==> src/rtl/alu_arbiter.sv <==
// alu_arbiter: shares one combinational ALU between requester 0 (execute stage)
// and requester 1 (branch/compare helper) with round-robin arbitration.
// Latency: rsp_valid rises ALU_LAT cycles after the accept edge; one op in flight.
// Backpressure: req*_ready only while idle; rsp_* held stable until rsp_ready.
// Ports: clk, rst (async, active high); req0_*/req1_* valid/ready op channels
// (ctrl, a, b, shamt, shctrl); alu_* drive/sample the external ALU; rsp_* tagged
// result channel (id, data, zero, flag) with valid/ready.
module alu_arbiter #(
  parameter int ALU_LAT = 1
) (
  input  logic        clk,
  input  logic        rst,
  input  logic        req0_valid,
  output logic        req0_ready,
  input  logic [3:0]  req0_ctrl,
  input  logic [31:0] req0_a,
  input  logic [31:0] req0_b,
  input  logic [4:0]  req0_shamt,
  input  logic        req0_shctrl,
  input  logic        req1_valid,
  output logic        req1_ready,
  input  logic [3:0]  req1_ctrl,
  input  logic [31:0] req1_a,
  input  logic [31:0] req1_b,
  input  logic [4:0]  req1_shamt,
  input  logic        req1_shctrl,
  output logic [31:0] alu_a,
  output logic [31:0] alu_b,
  output logic [3:0]  alu_ctrl,
  output logic [4:0]  alu_shamt,
  output logic        alu_shctrl,
  input  logic [31:0] alu_o_p,
  input  logic        alu_zero,
  input  logic        alu_flag,
  output logic        rsp_valid,
  input  logic        rsp_ready,
  output logic        rsp_id,
  output logic [31:0] rsp_data,
  output logic        rsp_zero,
  output logic        rsp_flag
);

  localparam logic [1:0] CNT_LAST = 2'(ALU_LAT - 1);
  localparam logic [3:0] CTRL_IDLE = 4'b1111;  // ALU default path, o_p = 0

  typedef enum logic [1:0] {
    IDLE = 2'd0,
    EXEC = 2'd1,
    RESP = 2'd2
  } state_t;

  state_t      state, state_nxt;
  logic [1:0]  cnt, cnt_nxt;
  logic        capture;
  logic        last_grant;
  logic        grant0, grant1;
  logic        take0, take1;

  logic [3:0]  op_ctrl;
  logic [31:0] op_a;
  logic [31:0] op_b;
  logic [4:0]  op_shamt;
  logic        op_shctrl;
  logic        op_id;

  always_ff @(posedge clk) begin
    assert (ALU_LAT >= 1 && ALU_LAT <= 4)
      else $error("alu_arbiter: ALU_LAT must be 1..4");
  end

  // On a tie the requester that did not win last time is granted.
  always_comb begin
    grant0 = 1'b0;
    grant1 = 1'b0;
    if (req0_valid && req1_valid) begin
      grant0 = last_grant;
      grant1 = ~last_grant;
    end else begin
      grant0 = req0_valid;
      grant1 = req1_valid;
    end
  end

  // Gated by rst so no handshake is offered while reset is held, even though
  // the state register already reads IDLE asynchronously.
  assign req0_ready = (state == IDLE) && grant0 && !rst;
  assign req1_ready = (state == IDLE) && grant1 && !rst;
  assign take0      = req0_valid && req0_ready;
  assign take1      = req1_valid && req1_ready;

  always_ff @(posedge clk or posedge rst) begin
    if (rst) begin
      state <= IDLE;
      cnt   <= 2'd0;
    end else begin
      state <= state_nxt;
      cnt   <= cnt_nxt;
    end
  end

  always_comb begin
    state_nxt = state;
    cnt_nxt   = cnt;
    capture   = 1'b0;
    case (state)
      IDLE: begin
        if (take0 || take1) begin
          state_nxt = EXEC;
          cnt_nxt   = 2'd0;
        end
      end
      EXEC: begin
        cnt_nxt = cnt + 2'd1;
        if (cnt == CNT_LAST) begin
          state_nxt = RESP;
          cnt_nxt   = 2'd0;
          capture   = 1'b1;
        end
      end
      RESP: begin
        if (rsp_ready) state_nxt = IDLE;
      end
      default: state_nxt = IDLE;
    endcase
  end

  always_ff @(posedge clk or posedge rst) begin
    if (rst) begin
      op_ctrl    <= 4'd0;
      op_a       <= 32'd0;
      op_b       <= 32'd0;
      op_shamt   <= 5'd0;
      op_shctrl  <= 1'b0;
      op_id      <= 1'b0;
      last_grant <= 1'b1;  // requester 0 wins the first tie
      rsp_id     <= 1'b0;
      rsp_data   <= 32'd0;
      rsp_zero   <= 1'b0;
      rsp_flag   <= 1'b0;
    end else begin
      if (take0) begin
        op_ctrl    <= req0_ctrl;
        op_a       <= req0_a;
        op_b       <= req0_b;
        op_shamt   <= req0_shamt;
        op_shctrl  <= req0_shctrl;
        op_id      <= 1'b0;
        last_grant <= 1'b0;
      end else if (take1) begin
        op_ctrl    <= req1_ctrl;
        op_a       <= req1_a;
        op_b       <= req1_b;
        op_shamt   <= req1_shamt;
        op_shctrl  <= req1_shctrl;
        op_id      <= 1'b1;
        last_grant <= 1'b1;
      end
      if (capture) begin
        rsp_data <= alu_o_p;
        rsp_zero <= alu_zero;
        rsp_flag <= alu_flag;
        rsp_id   <= op_id;
      end
    end
  end

  // ALU inputs come only from the latched op so requester activity never
  // toggles the ALU; while idle the opcode is parked on the default path.
  assign alu_a      = op_a;
  assign alu_b      = op_b;
  assign alu_shamt  = op_shamt;
  assign alu_shctrl = op_shctrl;
  assign alu_ctrl   = (state == IDLE) ? CTRL_IDLE : op_ctrl;
  assign rsp_valid  = (state == RESP);

endmodule
==> config.mk <==
export PLATFORM = sky130hd
export DESIGN_NAME = alu_arbiter
export DESIGN_NICKNAME = d
export VERILOG_FILES = /design/src/rtl/alu_arbiter.sv
export SDC_FILE = /design/constraint.sdc
export NUM_CORES = 1
export LEC_CHECK = 0
export CAP_MARGIN = 30
export CORE_UTILIZATION = 39
export DETAILED_ROUTE_END_ITERATION = 16
export PLACE_DENSITY = 0.81
export REMOVE_ABC_BUFFERS = 1
export SYNTH_ARGS = -nofsm -noshare
export SYNTH_HDL_FRONTEND = slang
export SYNTH_SLANG_ARGS = --single-unit
export TNS_END_PERCENT = 50
==> constraint.sdc <==
create_clock -name clk -period 4.7 [get_ports clk]
set_input_delay 1.175 -clock clk [delete_from_list [all_inputs] [get_ports clk]]
set_output_delay 1.175 -clock clk [all_outputs]
set_load 0.05 [all_outputs]
==> impl_metrics.json <==
{
  "viasPerCell": 5.631,
  "start_util_pct": 40.20,
  "critPathCaptureType": "output pin",
  "clk-insertion-delay-late_ps": 420,
  "die_y_um": 119.3,
  "cts_resized": 0,
  "critical-path-top-delay-family": "simple AND/OR/NAND/NOR gates",
  "nFillCells": 1030,
  "diodes": 0,
  "reg2reg_from": "state[0]$_DFFE_PP0P_",
  "maxSlewHeadroom_pct": 44.03,
  "grt_max_degree": 77,
  "crit_start": "rst",
  "root_buffer": "clkbuf_16",
  "io_pins": 299,
  "status": "complete, no violations",
  "peakVddDrop_mv": 0.3263,
  "routedWlPerCell_um": 19.13,
  "numClockSinks": 115,
  "first_global_vias": 5454,
  "drt_iter0_markers": 501,
  "synth_cells": 541,
  "netlist.area_leader.share_pct": 53.16,
  "path_clk_slew_ps": 50,
  "post_synth_main_area_contributors": "dfrtp_1 53%, a31oi_1 8.6%, a21oi_1 7.1%",
  "rows": 42,
  "gp_congestion": 0.8169,
  "placed_cells": 964,
  "grt_setup_unrepaired": "no",
  "cts_made_buffers": 17,
  "port_buffers": 298,
  "synth_area_mm2": 0.005366,
  "groute.usage.overall_pct": 26.72,
  "cts_max_path_buffers": 2,
  "setup_violations": 0,
  "cp_max_fo": 4,
  "ant_nets": 0,
  "fin_crit_sh_pct": 83.03,
  "cts_setup_buffers": 0,
  "overflow": 0,
  "final_nets": 996,
  "total_power_mw": 7.109,
  "grt_first_pass_wirelength_mm": 29.33,
  "crit_chain": "clkdlybuf4s50_1 -> or4b_4 -> nor2_2 -> buf_12",
  "place_ws_ps": 788.1,
  "drv_cap": 0,
  "dp_hpwl_mm": 12.58,
  "antenna_found_initial": 0,
  "cts_htree_levels": 4,
  "drv_slew": 0,
  "crit_type": "in -> out",
  "drive_gt1_share_pct": 10.15,
  "drt_wl_total_mm": 19.01,
  "crit_path_max_incr_delay_ps": 620,
  "die_w_um": 119.3,
  "cp_slowest_cell": "or4b_4",
  "ctsHoldBuffers": 0,
  "cp.required_ps": 3520,
  "final_common_cell": "clkdlybuf4s50_1",
  "min_from": "rsp_data[18]$_DFFE_PP0P_",
  "via_count": 5597,
  "p_leak_nw": 3.412,
  "avgSynthCellArea_um2": 9.919,
  "clock_skew_ps": 15.48,
  "cp-start-kind": "input pin",
  "synth.distinct_cells": 28,
  "setup_slack_ps": 797.5,
  "max_clock_freq_mhz": 256.2,
  "cp_num_buf_inv": 2,
  "mostFrequentLayoutCells": "296 x clkdlybuf4s50_1, 114 x dfrtp_1, 76 x a21oi_1",
  "cts_tree": "yes",
  "ys_seq_area_share_pct": 53.65,
  "hold_path_class": "reg -> reg",
  "core_area_mm2": 0.01335,
  "area_growth_pct": 67.38,
  "yosys_register_bits": 115,
  "worst_ep_arrival_time_ps": 2730,
  "fin_crit_ps": 3903,
  "hold_viol_final": 0,
  "drcViolationCount": 0,
  "ys.warnings.count": 0,
  "powerDensity_mw_per_mm2": 791.5,
  "dr.pass1.iters": 5,
  "die-area_mm2": 0.01423,
  "final-instance-count-excl-fill": 994,
  "synth_area_leader_cell": "dfrtp_1",
  "worstMarginPinSlew_ps": 839.5
}
-- per-layer routing --
layer | GRT usage, % | wire length, um | vias up
met2 | 46.04 | 9538 | 325
met5 | 0 | 0 | -
met4 | 10.31 | 380 | 0
met1 | 31.26 | 7360 | 2706
li1 | - | - | 2537
met3 | 7.807 | 1733 | 29
-- logic make-up (layout without fill, tap and decap cells) --
logic type	count (synthesis)	count (layout)	share of synthesized area (%)
buffers and inverters	65	342	5.759
adders and majority gates	2	2	0.4662
and+or+nand+nor	95	95	9.536
DFF	115	115	53.65
AOI/OAI and AO/OA	229	229	23.25
muxes	35	35	7.344
-- Yosys cell counts, drive strengths merged --
library cell,number
nand2,5
or2,5
mux2,35
nor2b,2
inv,4
o21ai,76
nand3,74
a21oi,76
and2,1
nor3,1
clkbuf,33
or4b,1
a31oi,74
buf,28
a2bb2oi,1
dfrtp,114
ha,2
dfstp,1
nand2b,2
nor4b,1
o31ai,2
nor2,3
-- worst register-to-register path, cell delays in order, from the launching register on --
cell and delay [ps]:
dfrtp_1 480, nor3_4 220, buf_4 680, and2_2 320, buf_4 400, a31oi_1 210
-- report_power, final --
part	switching [mW]	internal [mW]
registers	0.308	1.49
logic	2.68	1.40
clock network	0.444	0.782
-- flip-flops by register name, indices dropped and copies added, names as in the netlist --
signal	count
alu_a	32
alu_b	32
alu_shamt	5
alu_shctrl	1
cnt	2
last_grant	1
op_ctrl	4
op_id	1
rsp_data	32
rsp_flag	1
rsp_id	1
rsp_zero	1
state	2
-- through the flow --
stage / area, um^2 / hold slack, ps / utilization (%) / setup TNS (ps)
finish: 8982 / 494.4 / 67.29 / 0
global route: 8982 / 516.4 / 67.29 / 0
CTS: 8982 / 495.3 / 67.29 / 0
detailed placement: 8424 / 483.1 / 63.11 / 0
global placement: 8404 / 472.3 / 62.96 / 0
floorplan: 5072 / 455.5 / - / -39800
-- area by class of cell --
cell class              instances  area (um^2)  area share, %
clock buffers                  20        446.7          4.973
clock inverters                10        111.4          1.240
inverters                       4        17.52         0.1950
multi-input cells             361         2205          24.54
flip-flops and latches        115         2879          32.05
well taps                     176        220.2          2.452
repair buffers                308         3103          34.55
-- final timing paths --
kind                                       endpoint  slack [ps]  depth (start not counted)
max in group asynchronous    last_grant$_DFFE_PP1P_        2430                          3
min in group asynchronous        rsp_id$_DFFE_PP0P_        1420                          2
min reg2reg                rsp_data[18]$_DFFE_PP0P_         490                          1
max                                      req0_ready         800                          4
max reg2reg                   alu_b[18]$_DFFE_PP0P_        2230                          5
min                        rsp_data[18]$_DFFE_PP0P_         490                          1
Note: power is estimated with default switching activity, not from simulation.
